==> src/rtl/mem_arb_pkg.sv <==
// Shared definitions for the memory bus arbiter: FSM state encoding,
// grant identifiers and default bus widths.
package mem_arb_pkg;

    localparam int ADDR_W_DEF = 28;
    localparam int DATA_W_DEF = 128;

    typedef enum logic [1:0] {
        IDLE   = 2'd0,
        BUSY_I = 2'd1,
        BUSY_D = 2'd2,
        DONE   = 2'd3
    } arb_state_t;

    localparam logic GNT_I = 1'b0;
    localparam logic GNT_D = 1'b1;

endpackage

==> src/rtl/mem_arb_pick.sv <==
// Combinational winner selection between the I-cache and D-cache requests.
// Optional macro MEM_ARB_ROUND_ROBIN_EN: on a tie, grant the side that did
// not win last time; otherwise the D-cache always wins a tie.
module mem_arb_pick
    import mem_arb_pkg::*;
(
    input  logic ic_req,
    input  logic dc_req,
`ifdef MEM_ARB_ROUND_ROBIN_EN
    input  logic last_grant,
`endif
    output logic grant_valid,
    output logic grant_id
);

    // Pick a winner whenever at least one side is requesting
    always_comb begin
        grant_valid = ic_req | dc_req;
        grant_id    = GNT_I;
`ifdef MEM_ARB_ROUND_ROBIN_EN
        if (ic_req && dc_req) begin
            grant_id = ~last_grant;
        end else if (dc_req) begin
            grant_id = GNT_D;
        end
`else
        if (dc_req) begin
            grant_id = GNT_D;
        end
`endif
    end

endmodule

==> src/rtl/mem_bus_arbiter.sv <==
// Shares one external memory bus between the I-cache miss port and the
// D-cache miss/write-back port. One block transfer at a time; the grant is
// held until memory answers, then the winner gets its data and a one-cycle
// ready pulse, followed by a single DONE cycle so a requester that is still
// dropping its level request cannot be granted twice.
// Optional macro MEM_ARB_ROUND_ROBIN_EN enables alternating tie-break.
module mem_bus_arbiter
    import mem_arb_pkg::*;
#(
    parameter int ADDR_W = ADDR_W_DEF,
    parameter int DATA_W = DATA_W_DEF
) (
    input  logic              clk,
    input  logic              rst_n,
    input  logic              ic_read,
    input  logic [ADDR_W-1:0] ic_addr,
    output logic [DATA_W-1:0] ic_rdata,
    output logic              ic_ready,
    input  logic              dc_read,
    input  logic              dc_write,
    input  logic [ADDR_W-1:0] dc_addr,
    input  logic [DATA_W-1:0] dc_wdata,
    output logic [DATA_W-1:0] dc_rdata,
    output logic              dc_ready,
    output logic              mem_read,
    output logic              mem_write,
    output logic [ADDR_W-1:0] mem_addr,
    output logic [DATA_W-1:0] mem_wdata,
    input  logic [DATA_W-1:0] mem_rdata,
    input  logic              mem_ready
);

    arb_state_t        state_reg, state_next;
    logic              mem_read_reg, mem_read_next;
    logic              mem_write_reg, mem_write_next;
    logic [ADDR_W-1:0] mem_addr_reg, mem_addr_next;
    logic [DATA_W-1:0] mem_wdata_reg, mem_wdata_next;
    logic [DATA_W-1:0] ic_rdata_reg, ic_rdata_next;
    logic [DATA_W-1:0] dc_rdata_reg, dc_rdata_next;
    logic              ic_ready_reg, ic_ready_next;
    logic              dc_ready_reg, dc_ready_next;
    logic              dc_req;
    logic              grant_valid;
    logic              grant_id;
`ifdef MEM_ARB_ROUND_ROBIN_EN
    logic              last_grant_reg, last_grant_next;
`endif

    assign dc_req = dc_read | dc_write;

    mem_arb_pick u_pick (
        .ic_req      (ic_read),
        .dc_req      (dc_req),
`ifdef MEM_ARB_ROUND_ROBIN_EN
        .last_grant  (last_grant_reg),
`endif
        .grant_valid (grant_valid),
        .grant_id    (grant_id)
    );

    // Next state and next values of every registered output
    always_comb begin
        state_next     = state_reg;
        mem_read_next  = mem_read_reg;
        mem_write_next = mem_write_reg;
        mem_addr_next  = mem_addr_reg;
        mem_wdata_next = mem_wdata_reg;
        ic_rdata_next  = ic_rdata_reg;
        dc_rdata_next  = dc_rdata_reg;
        ic_ready_next  = 1'b0;
        dc_ready_next  = 1'b0;
`ifdef MEM_ARB_ROUND_ROBIN_EN
        last_grant_next = last_grant_reg;
`endif
        case (state_reg)
            IDLE: begin
                if (grant_valid) begin
                    if (grant_id == GNT_D) begin
                        state_next     = BUSY_D;
                        mem_addr_next  = dc_addr;
                        mem_wdata_next = dc_wdata;
                        // A write-back wins if the D side raises both strobes
                        mem_write_next = dc_write;
                        mem_read_next  = ~dc_write;
                    end else begin
                        state_next     = BUSY_I;
                        mem_addr_next  = ic_addr;
                        mem_write_next = 1'b0;
                        mem_read_next  = 1'b1;
                    end
`ifdef MEM_ARB_ROUND_ROBIN_EN
                    last_grant_next = grant_id;
`endif
                end
            end
            BUSY_I: begin
                if (mem_ready) begin
                    state_next    = DONE;
                    mem_read_next = 1'b0;
                    ic_rdata_next = mem_rdata;
                    ic_ready_next = 1'b1;
                end
            end
            BUSY_D: begin
                if (mem_ready) begin
                    state_next     = DONE;
                    mem_read_next  = 1'b0;
                    mem_write_next = 1'b0;
                    // Write-backs return nothing, so keep the old block
                    if (mem_read_reg) begin
                        dc_rdata_next = mem_rdata;
                    end
                    dc_ready_next = 1'b1;
                end
            end
            DONE: begin
                state_next = IDLE;
            end
            default: begin
                state_next = IDLE;
            end
        endcase
    end

    // State and output registers, cleared by synchronous active-low reset
    always_ff @(posedge clk) begin
        if (!rst_n) begin
            state_reg     <= IDLE;
            mem_read_reg  <= 1'b0;
            mem_write_reg <= 1'b0;
            mem_addr_reg  <= '0;
            mem_wdata_reg <= '0;
            ic_rdata_reg  <= '0;
            dc_rdata_reg  <= '0;
            ic_ready_reg  <= 1'b0;
            dc_ready_reg  <= 1'b0;
`ifdef MEM_ARB_ROUND_ROBIN_EN
            last_grant_reg <= GNT_I;
`endif
        end else begin
            state_reg     <= state_next;
            mem_read_reg  <= mem_read_next;
            mem_write_reg <= mem_write_next;
            mem_addr_reg  <= mem_addr_next;
            mem_wdata_reg <= mem_wdata_next;
            ic_rdata_reg  <= ic_rdata_next;
            dc_rdata_reg  <= dc_rdata_next;
            ic_ready_reg  <= ic_ready_next;
            dc_ready_reg  <= dc_ready_next;
`ifdef MEM_ARB_ROUND_ROBIN_EN
            last_grant_reg <= last_grant_next;
`endif
        end
    end

    assign mem_read  = mem_read_reg;
    assign mem_write = mem_write_reg;
    assign mem_addr  = mem_addr_reg;
    assign mem_wdata = mem_wdata_reg;
    assign ic_rdata  = ic_rdata_reg;
    assign dc_rdata  = dc_rdata_reg;
    assign ic_ready  = ic_ready_reg;
    assign dc_ready  = dc_ready_reg;

    // The D-cache must never request a read and a write-back at once
    assert property (@(posedge clk) disable iff (!rst_n) !(dc_read && dc_write));

endmodule

==> config.mk <==
export PLATFORM = sky130hd
export DESIGN_NAME = mem_bus_arbiter
export DESIGN_NICKNAME = d
export VERILOG_FILES = /design/src/rtl/mem_arb_pkg.sv /design/src/rtl/mem_arb_pick.sv /design/src/rtl/mem_bus_arbiter.sv
export SDC_FILE = /design/constraint.sdc
export NUM_CORES = 1
export LEC_CHECK = 0
export BUFFER_PORTS_ARGS = -buffer_cell sky130_fd_sc_hd__buf_4
export CORE_AREA = 5 5 282 284
export CTS_CLUSTER_SIZE = 16
export DETAILED_ROUTE_END_ITERATION = 16
export DIE_AREA = 0 0 287 289
export PLACE_DENSITY = 0.45
export SETUP_SLACK_MARGIN = 0.02
export SYNTH_ARGS = -nofsm -noshare
export SYNTH_HDL_FRONTEND = slang
export SYNTH_SLANG_ARGS = --single-unit
==> constraint.sdc <==
create_clock -name clk -period 1.3 [get_ports clk]
set_input_delay 0.26 -clock clk [delete_from_list [all_inputs] [get_ports clk]]
set_output_delay 0.26 -clock clk [all_outputs]
set_load 0.05 [all_outputs]
==> results of run 1 <==
cells by family (layout without fill, tap and decap cells):
logic type	after synthesis	after routing	synth area share
compound gates	454	454	0.157
fa+ha+maj	5	5	0.00426
buf+inv	144	1304	0.0455
flops	418	418	0.570
mux	29	29	0.0198
other cells	0	3	0
simple gates	779	779	0.203
power groups by stage:
stage | Sequential (mW) | Clock [mW] | Combinational (mW)
2_1_floorplan | 22.9 | 0 | 5.37
3_3_place_gp | 16.2 | 0 | 19.7
3_5_place_dp | 16.2 | 0 | 19.8
4_1_cts | 16.1 | 13.6 | 22.3
5_1_grt | 16.4 | 14.1 | 27.1
6_report | 16.2 | 13.2 | 25.8
repair_timing:
item | in CTS | in global routing
hold buffers | 303 | 0
endpoints found under the hold margin | 411 | 0
cloned | 8 | 30
setup buffers | 15 | 16
pin swaps | 18 | 98
gates resized for setup | 205 | 312
setup endpoints to repair | 826 | 833
cell usage after synthesis, types with 2 or more instances:
| cell | number |
|---|---|
| o21ai_0 | 18 |
| buf_2 | 65 |
| o21ai_1 | 12 |
| ha_1 | 5 |
| nand2_1 | 769 |
| clkbuf_1 | 56 |
| inv_1 | 4 |
| dfxtp_1 | 418 |
| buf_6 | 4 |
| and3_1 | 2 |
| buf_1 | 10 |
| nor3b_1 | 2 |
| buf_4 | 4 |
| mux2i_1 | 29 |
| o211ai_1 | 3 |
| a21oi_1 | 414 |
| o41ai_1 | 2 |
path summary, 6_finish.rpt:
kind	cells after the start	start	endpoint
max	8	state_reg[1]	mem_wdata[26]
min	3	dc_addr[7]	mem_addr[7]
max reg2reg	8	state_reg[1]	mem_wdata[26]
min reg2reg	2	mem_wdata[94]	mem_wdata[94]
through the flow:
| stage | setup TNS, ps | util |
|---|---|---|
| 2_1_floorplan | -1690 | - |
| 3_3_place_gp | -44110 | 0.289 |
| 3_5_place_dp | -55240 | 0.289 |
| 4_1_cts | -100380 | 0.362 |
| 5_1_grt | -127930 | 0.386 |
| 6_report | -72550 | 0.386 |
area by class of cell:
class / instances / area, µm² / share of cell area
tap: 1040 / 1300 / 0.0439
sequential: 418 / 8470 / 0.286
timing repair buffer: 1217 / 11600 / 0.393
multi-input combinational: 1267 / 6680 / 0.225
clock buffer: 69 / 1440 / 0.0486
inverter: 5 / 33.8 / 0.00114
clock inverter: 13 / 85.1 / 0.00287
antenna: 3 / 7.51 / 0.000253
routing by layer:
layer  part of all wire  vias to the layer above  wire length (µm)  global-route usage
met5                  0                        -                 0                   0
met4              0.041                        0              3020              0.0574
met3              0.084                      143              6250              0.0544
met2               0.50                      591             37500               0.278
met1               0.37                     7951             27600               0.166
li1                   -                     8207                 -                   -
worst min-delay path, delay by kind of cell:
family / cells / cell delay [ps]
AOI/OAI and AO/OA: 1 / 140
buffers and inverters: 1 / 80
muxes: 1 / 90
==> qor.csv, run 1 <==
stage,metric,value,unit
detailed_routing,dr.first_iter.drc_count,665,
sta,finalHoldViolCount,0,
floorplan,fp.dieArea,0.0829,mm²
cells_and_area,n_fill_cell,7650,
clocking,cts_tree,built,
power,seq_power_share,0.293,
floorplan,initial_core_util,0.191,
outcome,violations,negative setup slack,
synth,synth.area.top_cells,"dfxtp_1 (57%), nand2_1 (20%), a21oi_1 (14%)",
worst_setup_path,arrival,1990,ps
worst_setup_path,cp.required,1800,ps
clocking,cts-htree-levels,2,
job,cap_violations,0,
hold_path,hp-class,in -> reg,
synth,synthArstFlopShare,0,
floorplan,die-width,287,µm
synth,yosys.area.top_type,dfxtp_1,
synth,yosys.area.top_type_share,0.570,
floorplan,dieHeight,289,µm
worst_setup_path,path_delay_family,buffers and inverters,
synth,synth_edf_count,0,
place,gp_congestion,0.825,
detailed_routing,vias,16892,
synth,syn-mean-instance-area,8.02,µm²
sta,setup_viol,831,
cells_and_area,drive_gt1_frac,0.424,
grt,grt_overflow,0,
place,dp_slack,-230,ps
synth,ys_types,29,
clocking,clk_pin_slew,60,ps
clocking,root_buffer,clkbuf_16,
detailed_routing,firstDrtPassIters,5,
power,p_leak,12.4,nW
grt,grt_max_degree,57,
worst_setup_path,r2r_slack,-190,ps
worst_setup_path,critPathMostFrequentCell,buf_12,
detailed_routing,vias_per_cell,4.19,
place,portBuffers,733,
worst_setup_path,critPathLaunchType,flip-flop,
power,power.clock.fraction,0.239,
place,dp_cells,3582,
sta,rsz0062_at_grt,yes,
synth,ys.flop_type,dfxtp_1,
worst_setup_path,path_max_fanout,7,
synth,synth_cells,1829,
detailed_routing,wirelength,74.4,mm
outcome,outcome,finished with violations,
sta,hold_slack,35.9,ps
floorplan,coreArea,0.0768,mm²
grt,grt_first_pass_wirelength,101,mm
sta,relSlewSlack,0.702,
floorplan,row_count,102,
place,place_area,0.0222,mm²
sta,worst_pin_slew,447,ps
clocking,clk_path_buf_depth,3,
worst_setup_path,path_cells,"inv_4, ha_4, o21a_4, buf_12, buf_12, buf_8, nand2_1, a21oi_1",
cells_and_area,final_cell_count_no_fill,4032,
power,combPwrFrac,0.468,
cells_and_area,fin_area,0.0297,mm²
grt,gr-usage-all-layers,0.154,
power,internal_power,32.7,mW
cells_and_area,final_common_cell,buf_4,
power,total_power,55.1,mW
detailed_routing,drtAntennaViolNets,0,
cells_and_area,synthToLayoutAreaGrowth,102,%
grt,grt_antenna_before_repair,3,
synth,ys_ff_latch,418,
place,dp_hpwl,49.6,mm
worst_setup_path,slowest_delay,370,ps
sta,final.setup_skew,10.7,ps
sta,fin_ws,-189,ps
cells_and_area,nets,3279,
synth,syn-num-nets,2152,
floorplan,boundaryPins,734,
power,swShare,0.406,
cells_and_area,layout_common_cells,"buf_4 (750), nand2_1 (688), dfxtp_1 (372), dlygate4sd3_1 (303), a21oi_1 (287)",
synth,ys_warn_count,0,
sta,max_freq,0.671,GHz
clocking,clk_latency,580,ps
detailed_routing,drt-wirelength-per-cell,18.5,µm
clocking,cts_buffers,47,
sta,finalCritPeriodShare,1.15,
worst_setup_path,critPathKind,reg -> reg,
sta,finalMaxSlewViolations,0,
detailed_routing,drc,0,
synth,synth_area,0.0147,mm²
grt,grt_pass1_vias,17188,
power,switchingPower,22.4,mW
clocking,cts.sinks,418,
worst_setup_path,end_kind,flip-flop,
sta,fin_crit,1490,ps
power,power_density,1860,mW/mm²
worst_setup_path,slowest_stage,dfxtp_4,
power,peakVddDrop,1060,µV
synth,seq_area_frac_synth,0.570,
worst_setup_path,cp_num_buf_inv,4,
No activity file was read; power rests on OpenSTA's default activity.
==> run 2, diff against run 1 <==
--- a/config.mk
+++ b/config.mk
@@ -5,12 +5,14 @@
 export SDC_FILE = /design/constraint.sdc
 export NUM_CORES = 1
 export LEC_CHECK = 0
+export ABC_AREA = 1
 export BUFFER_PORTS_ARGS = -buffer_cell sky130_fd_sc_hd__buf_4
-export CORE_AREA = 5 5 282 284
+export CORE_AREA = 5 5 286 288
 export CTS_CLUSTER_SIZE = 16
 export DETAILED_ROUTE_END_ITERATION = 16
-export DIE_AREA = 0 0 287 289
-export PLACE_DENSITY = 0.45
+export DIE_AREA = 0 0 291 293
+export GPL_TIMING_DRIVEN = 0
+export PLACE_DENSITY = 0.44
 export SETUP_SLACK_MARGIN = 0.02
 export SYNTH_ARGS = -nofsm -noshare
 export SYNTH_HDL_FRONTEND = slang
==> run 2 against run 1 <==
  * The run still ends with negative setup slack left
  * Register-to-register slack barely moved
  * Die area is 2.8% higher
  * Area after synthesis grew 3.2%
  * Critical path depth unchanged
  * Sequential share of layout area grew 1.9 points
  * Hold slack worse by 2.1 ps
  * Routed wire length grew 3.8%
  * First-iteration DRC count decreased by 1.4%
  * Synthesized cell count grew 8.8%
  * Core utilization down 3.5 points
  * Power is 7.7% higher
  * Clock power rose by 7%
  * Critical endpoint is now ic_rdata[60]
  * Largest power group unchanged
  * Highest routed layer unchanged
==> qor.csv, run 2 <==
stage,metric,value,unit
cells_and_area,fin_area,0.0276,mm²
synth,yosys.area.top_type,dfxtp_1,
job,cap_violations,0,
place,dp_cells,3772,
worst_setup_path,slowest_stage,dfxtp_2,
synth,synth_cells,1990,
place,dp_hpwl,59.2,mm
detailed_routing,drtAntennaViolNets,0,
detailed_routing,firstDrtPassIters,4,
worst_setup_path,r2r_end,ic_rdata[60],
worst_setup_path,path_max_fanout,10,
synth,ys_warn_count,0,
sta,rsz0062_at_grt,yes,
cells_and_area,fin_util,0.351,
synth,synthArstFlopShare,0,
grt,gr-usage-all-layers,0.172,
floorplan,boundaryPins,734,
power,swShare,0.439,
clocking,clk_latency,590,ps
outcome,outcome,finished with violations,
worst_setup_path,arrival,1980,ps
detailed_routing,dr.first_iter.drc_count,656,
grt,grt_overflow,0,
worst_setup_path,cp.required,1780,ps
clocking,clk_path_buf_depth,3,
power,power.clock.fraction,0.238,
clocking,cts.sinks,418,
worst_setup_path,slowest_delay,330,ps
synth,syn-mean-instance-area,7.61,µm²
floorplan,fp.dieArea,0.0853,mm²
floorplan,die-width,291,µm
sta,setup_viol,815,
worst_setup_path,critPathLaunchType,flip-flop,
sta,final.setup_skew,21.0,ps
detailed_routing,drc,0,
worst_setup_path,r2r_start,state_reg[1],
worst_setup_path,path_cells,"inv_2, ha_1, nand2_4, buf_12, buf_4, clkbuf_8, o21ai_0, nor2_1",
floorplan,dieHeight,293,µm
power,combPwrFrac,0.469,
floorplan,row_count,103,
clocking,cts_buffers,50,
synth,ys_ff_latch,418,
cells_and_area,final_cell_count_no_fill,4173,
grt,grt_first_pass_wirelength,114,mm
synth,yosys.area.top_type_share,0.553,
place,gp_congestion,0.830,
sta,hold_slack,33.8,ps
sta,worst_pin_slew,1040,ps
cells_and_area,layout_common_cells,"buf_4 (742), nor2_1 (559), dfxtp_1 (400), dlygate4sd3_1 (297), o21ai_0 (283)",
power,switchingPower,26.1,mW
floorplan,coreArea,0.0786,mm²
power,power_density,2150,mW/mm²
grt,grt_antenna_before_repair,3,
clocking,cts-htree-levels,2,
sta,fin_ws,-199,ps
cells_and_area,multi_input_area,0.00561,mm²
synth,ys_types,21,
synth,syn-num-nets,2313,
power,seq_power_share,0.293,
power,internal_power,33.3,mW
clocking,cts_tree,built,
place,place_area,0.0220,mm²
synth,synth_area,0.0151,mm²
sta,finalHoldViolCount,0,
worst_setup_path,r2r_slack,-200,ps
place,portBuffers,732,
sta,fin_crit,1500,ps
sta,finalMaxSlewViolations,0,
worst_setup_path,worstRegToRegCells,8,
grt,grt_pass1_vias,17824,
worst_setup_path,end_kind,flip-flop,
clocking,root_buffer,clkbuf_16,
synth,synth.area.top_cells,"dfxtp_1 (55%), nor2_1 (14%), o21ai_0 (12%)",
sta,relSlewSlack,0.305,
clocking,clk_pin_slew,60,ps
cells_and_area,n_fill_cell,8437,
synth,ys.flop_type,dfxtp_1,
cells_and_area,synthToLayoutAreaGrowth,82.2,%
detailed_routing,vias,16917,
detailed_routing,drt-wirelength-per-cell,18.5,µm
cells_and_area,final_common_cell,buf_4,
grt,grt_max_degree,13,
hold_path,holdCritStartpoint,dc_addr[25],
cells_and_area,drive_gt1_frac,0.313,
synth,synthTopCellsByCount,"nor2_1 (575), dfxtp_1 (418), o21ai_0 (377)",
detailed_routing,vias_per_cell,4.05,
hold_path,whs_endpoint,mem_addr[25],
hold_path,whs_path_depth,5,
power,p_leak,12.3,nW
sta,finalCritPeriodShare,1.15,
synth,seq_area_frac_synth,0.553,
hold_path,hp-class,in -> reg,
worst_setup_path,critPathKind,reg -> reg,
cells_and_area,final-seq-area,0.00841,mm²
power,peakVddDrop,1440,µV
outcome,violations,negative setup slack,
synth,post-synth-top-count-cell,nor2_1,
place,dp_slack,-724,ps
sta,max_freq,0.667,GHz
cells_and_area,nets,3402,
detailed_routing,wirelength,77.2,mm
synth,synth_edf_count,0,
floorplan,initial_core_util,0.193,
==> run 2: cell types whose count changed after synthesis, moves of 29 or more <==
cell | before | now
nand2_1 | 769 | 156
nor2_1 | 1 | 575
o21ai_0 | 18 | 377
a21oi_1 | 414 | 129
inv_1 | 4 | 168
mux2i_1 | 29 | 0
==> run 2: layout make-up <==
type                            count  share of cell area
Clock inverter                     10             0.00404
Multi-Input combinational cell   1261               0.204
Tap cell                         1050              0.0476
Antenna cell                        5            0.000454
Inverter                          169              0.0234
Clock buffer                       81              0.0554
Sequential cell                   418               0.305
Timing Repair Buffer             1037               0.315
Buffer                            142              0.0458
==> run 2: cells by family after synthesis <==
kind of cell | Yosys count | share of synthesized area
AOI/OAI and AO/OA | 516 | 0.171
adders and majority gates | 5 | 0.00413
buffers and inverters | 311 | 0.0865
DFF | 418 | 0.553
and+or+nand+nor | 740 | 0.186
==> run 2: power groups by stage <==
stage | registers [mW] | clock network, mW | logic [mW]
6_report | 17.4 | 14.1 | 27.8
5_1_grt | 17.7 | 15.1 | 29.8
4_1_cts | 17.4 | 14.6 | 28.1
3_5_place_dp | 17.5 | 0 | 25.4
3_3_place_gp | 17.5 | 0 | 25.4
2_1_floorplan | 26.8 | 0 | 6.82
==> run 2: how the worst max path moves through the flow <==
stage	startpoint	slack [ps]	to
4_1_cts	state_reg[0]	-220	mem_wdata[44]
6_report	state_reg[1]	-200	ic_rdata[60]
3_5_place_dp	state_reg[1]	-720	ic_rdata[94]
3_3_place_gp	state_reg[1]	-720	ic_rdata[42]
2_1_floorplan	state_reg[0]	3	dc_rdata[17]
5_1_grt	state_reg[0]	-300	mem_wdata[100]
==> run 2: timing repair <==
action                                  CTS  global route
hold buffers                            297             0
hold endpoints to repair                405             0
pin swaps                                 5             2
setup buffers                             6             0
cloned                                    2             0
endpoints found under the setup margin  830           829
resized for setup                       271            85
==> run 2: per-stage QoR <==
step / TNS [ps] / total power, mW
floorplan: 0 / 33.6
global placement: -155140 / 42.9
detailed placement: -154740 / 42.9
CTS: -111990 / 60.1
global route: -142780 / 62.6
finish: -76470 / 59.3
==> run 2: worst max-delay path, delay by kind of cell, from the launching register on <==
| kind | cells | cell delay [ps] |
|---|---|---|
| AOI/OAI and AO/OA | 1 | 160 |
| and+or+nand+nor | 2 | 150 |
| buffers and inverters | 4 | 540 |
| DFF | 1 | 330 |
| adders and majority gates | 1 | 190 |
==> run 2: routing by layer <==
| metal | part of all wire | GRT usage | wire, µm | up-vias |
|---|---|---|---|---|
| met4 | 0.030 | 0.0502 | 2320 | 0 |
| met3 | 0.078 | 0.0571 | 6020 | 107 |
| li1 | - | - | - | 8476 |
| met2 | 0.49 | 0.309 | 38100 | 578 |
| met1 | 0.40 | 0.196 | 30800 | 7756 |
| met5 | 0 | 0 | 0 | - |
==> run 3, diff against run 2 <==
--- a/config.mk
+++ b/config.mk
@@ -5,15 +5,16 @@
 export SDC_FILE = /design/constraint.sdc
 export NUM_CORES = 1
 export LEC_CHECK = 0
-export ABC_AREA = 1
+export ABC_AREA = 0
 export BUFFER_PORTS_ARGS = -buffer_cell sky130_fd_sc_hd__buf_4
-export CORE_AREA = 5 5 286 288
+export CORE_AREA = 5 5 282 284
 export CTS_CLUSTER_SIZE = 16
 export DETAILED_ROUTE_END_ITERATION = 16
-export DIE_AREA = 0 0 291 293
+export DIE_AREA = 0 0 287 289
 export GPL_TIMING_DRIVEN = 0
-export PLACE_DENSITY = 0.44
+export PLACE_DENSITY = 0.45
 export SETUP_SLACK_MARGIN = 0.02
+export SKIP_CTS_REPAIR_TIMING = 1
 export SYNTH_ARGS = -nofsm -noshare
 export SYNTH_HDL_FRONTEND = slang
 export SYNTH_SLANG_ARGS = --single-unit
==> constraint.sdc (replaced) <==
create_clock -name clk -period 1.3 [get_ports clk]
set_input_delay 0.065 -clock clk [delete_from_list [all_inputs] [get_ports clk]]
set_output_delay 0.065 -clock clk [all_outputs]
set_load 0.05 [all_outputs]
==> run 3 against run 2 <==
  * The run ends with negative hold slack, negative setup slack left
  * Sequential cell count unchanged
  * Global-route usage down 1.2 points
  * Sequential power down 7%
  * Die area down 2.7%
  * First-iteration DRC count down 13%
  * Critical path depth down 1
  * Count of clock-buffer cells in the layout down 5
  * Sequential share of layout area down 0.45 points
  * Largest cell class unchanged
  * Power down 11%
  * Non-clock buffer count up 26
  * Core utilization up 1.2 points
  * Worst setup slack worse by 35 ps
==> qor.csv, run 3 (same netlist as run 1, synthesis figures left out) <==
stage,metric,value,unit
outcome,outcome,finished with violations,
outcome,violations,"negative hold slack, negative setup slack",
power,p_leak,11.6,nW
power,swShare,0.402,
cells_and_area,drive_gt1_frac,0.357,
grt,grt_antenna_before_repair,2,
sta,finalHoldViolCount,1,
sta,fin_ws,-235,ps
cells_and_area,n_fill_cell,7896,
power,internal_power,31.7,mW
sta,worst_pin_slew,954,ps
hold_path,whs_endpoint,state_reg[1],
detailed_routing,firstDrtPassIters,6,
place,place_area,0.0216,mm²
worst_setup_path,arrival,2030,ps
detailed_routing,drt-wirelength-per-cell,18.8,µm
detailed_routing,dr.first_iter.drc_count,573,
power,switchingPower,21.3,mW
worst_setup_path,slowest_stage,dfxtp_4,
floorplan,die-width,287,µm
sta,relSlewSlack,0.364,
worst_setup_path,critPathMostFrequentCell,buf_12,
sta,setup_viol,407,
grt,grt_overflow,0,
worst_setup_path,slowest_delay,370,ps
clocking,clk_pin_slew,60,ps
sta,rsz0062_at_grt,yes,
cells_and_area,final_common_cell,buf_4,
detailed_routing,drtAntennaViolNets,0,
sta,final.setup_skew,17.5,ps
hold_path,hp-class,in -> reg,
clocking,cts_tree,built,
cells_and_area,fin_area,0.0279,mm²
clocking,cts-htree-levels,2,
worst_setup_path,end_kind,flip-flop,
power,power.clock.fraction,0.268,
grt,gr-usage-all-layers,0.161,
detailed_routing,vias,16808,
sta,fin_crit,1530,ps
grt,grt_max_degree,14,
grt,grt_first_pass_wirelength,101,mm
floorplan,initial_core_util,0.191,
grt,grt_pass1_vias,15641,
clocking,cts.sinks,418,
power,power_density,1900,mW/mm²
detailed_routing,vias_per_cell,4.17,
sta,finalCritPeriodShare,1.18,
power,total_power,53.1,mW
worst_setup_path,r2r_end,ic_rdata[86],
clocking,clk_path_buf_depth,3,
floorplan,fp.dieArea,0.0829,mm²
worst_setup_path,path_max_fanout,10,
worst_setup_path,r2r_start,state_reg[1],
sta,finalMaxSlewViolations,0,
power,combPwrFrac,0.428,
sta,hold_slack,-17.8,ps
floorplan,coreArea,0.0768,mm²
sta,max_freq,0.652,GHz
worst_setup_path,critPathKind,reg -> reg,
cells_and_area,nets,3269,
place,dp_hpwl,57.5,mm
worst_setup_path,r2r_slack,-230,ps
worst_setup_path,critPathLaunchType,flip-flop,
clocking,root_buffer,clkbuf_16,
clocking,clk_latency,570,ps
power,peakVddDrop,1380,µV
hold_path,whs_path_depth,3,
clocking,cts_buffers,49,
power,seq_power_share,0.305,
detailed_routing,drc,0,
floorplan,dieHeight,289,µm
hold_path,holdCritStartpoint,dc_write,
cells_and_area,synthToLayoutAreaGrowth,90.1,%
worst_setup_path,worstRegToRegCells,7,
place,portBuffers,731,
worst_setup_path,cp.required,1790,ps
cells_and_area,layout_common_cells,"buf_4 (756), nand2_1 (736), dfxtp_1 (415), a21oi_1 (326), dlygate4sd3_1 (317)",
worst_setup_path,path_cells,"inv_4, ha_2, and2_4, buf_12, buf_12, nand2_2, a21oi_2",
job,cap_violations,0,
floorplan,row_count,102,
floorplan,boundaryPins,734,
place,gp_congestion,0.889,
detailed_routing,wirelength,75.9,mm
==> run 3: cell count changes in the layout (fill, tap and decap cells not counted), sizes merged, moves of 3 or more <==
cell         delta
nand2         +612
nor2          -575
o21ai         -355
a21oi         +285
inv           -165
mux2i          +29
buf            +23
clkbuf         -22
dlygate4sd3    +20
nand3           -4
diode           -3
o211ai          +3
==> run 3: per-layer routing <==
layer,track usage,wire length (µm),up-vias
li1,-,-,8202
met1,0.176,28900,7941
met2,0.298,39300,549
met3,0.0535,5530,114
met4,0.0433,2200,2
met5,0,7,-
==> run 3: final cells by class <==
| class | count | area [µm²] | share of cell area |
|---|---|---|---|
| multi-input cells | 1267 | 6150 | 0.221 |
| flip-flops and latches | 418 | 8370 | 0.300 |
| diodes | 2 | 5.00 | 0.000180 |
| plain buffers | 139 | 1370 | 0.0493 |
| clock inverters | 14 | 183 | 0.00655 |
| repair buffers | 1066 | 8980 | 0.322 |
| inverters | 5 | 26.3 | 0.000942 |
| well taps | 1040 | 1300 | 0.0467 |
| clock buffers | 76 | 1480 | 0.0531 |
==> run 3: critical path: cells and delay by family (launching register included) <==
kind / cells / cell delay (ps)
buffers and inverters: 3 / 400
AND/OR/NAND/NOR: 2 / 330
adder cells (fa/ha/maj): 1 / 190
flip-flops: 1 / 370
AO/OA/AOI/OAI: 1 / 130
==> run 3: power by group through the flow <==
stage	Clock, mW	Sequential (mW)	Combinational, mW
after floorplan	0	22.9	5.37
after global placement	0	16.3	18.9
after detailed placement	0	16.3	19.0
after CTS	14.7	16.1	19.0
after global routing	15.1	16.4	24.0
final	14.2	16.2	22.7
==> run 3: through the flow <==
step / worst slack, ps / utilization / setup TNS (ps) / std cells
global route: -281 / 0.363 / -88150 / 4026
global placement: -1140 / 0.281 / -239840 / 3600
floorplan: -16.9 / - / -1690 / 1829
finish: -235 / 0.363 / -52810 / 4027
CTS: -725 / 0.303 / -194490 / 3690
detailed placement: -1180 / 0.281 / -250360 / 3600
==> run 3: how the worst max path moves through the flow <==
stage                             from             to  cells after the start
final                     state_reg[1]   ic_rdata[86]                      7
after global routing      state_reg[1]  ic_rdata[125]                      7
after CTS                 state_reg[1]   ic_rdata[86]                      7
after detailed placement         rst_n   dc_rdata[84]                      5
after global placement           rst_n   dc_rdata[87]                      5
after floorplan           state_reg[0]  mem_wdata[10]                      7
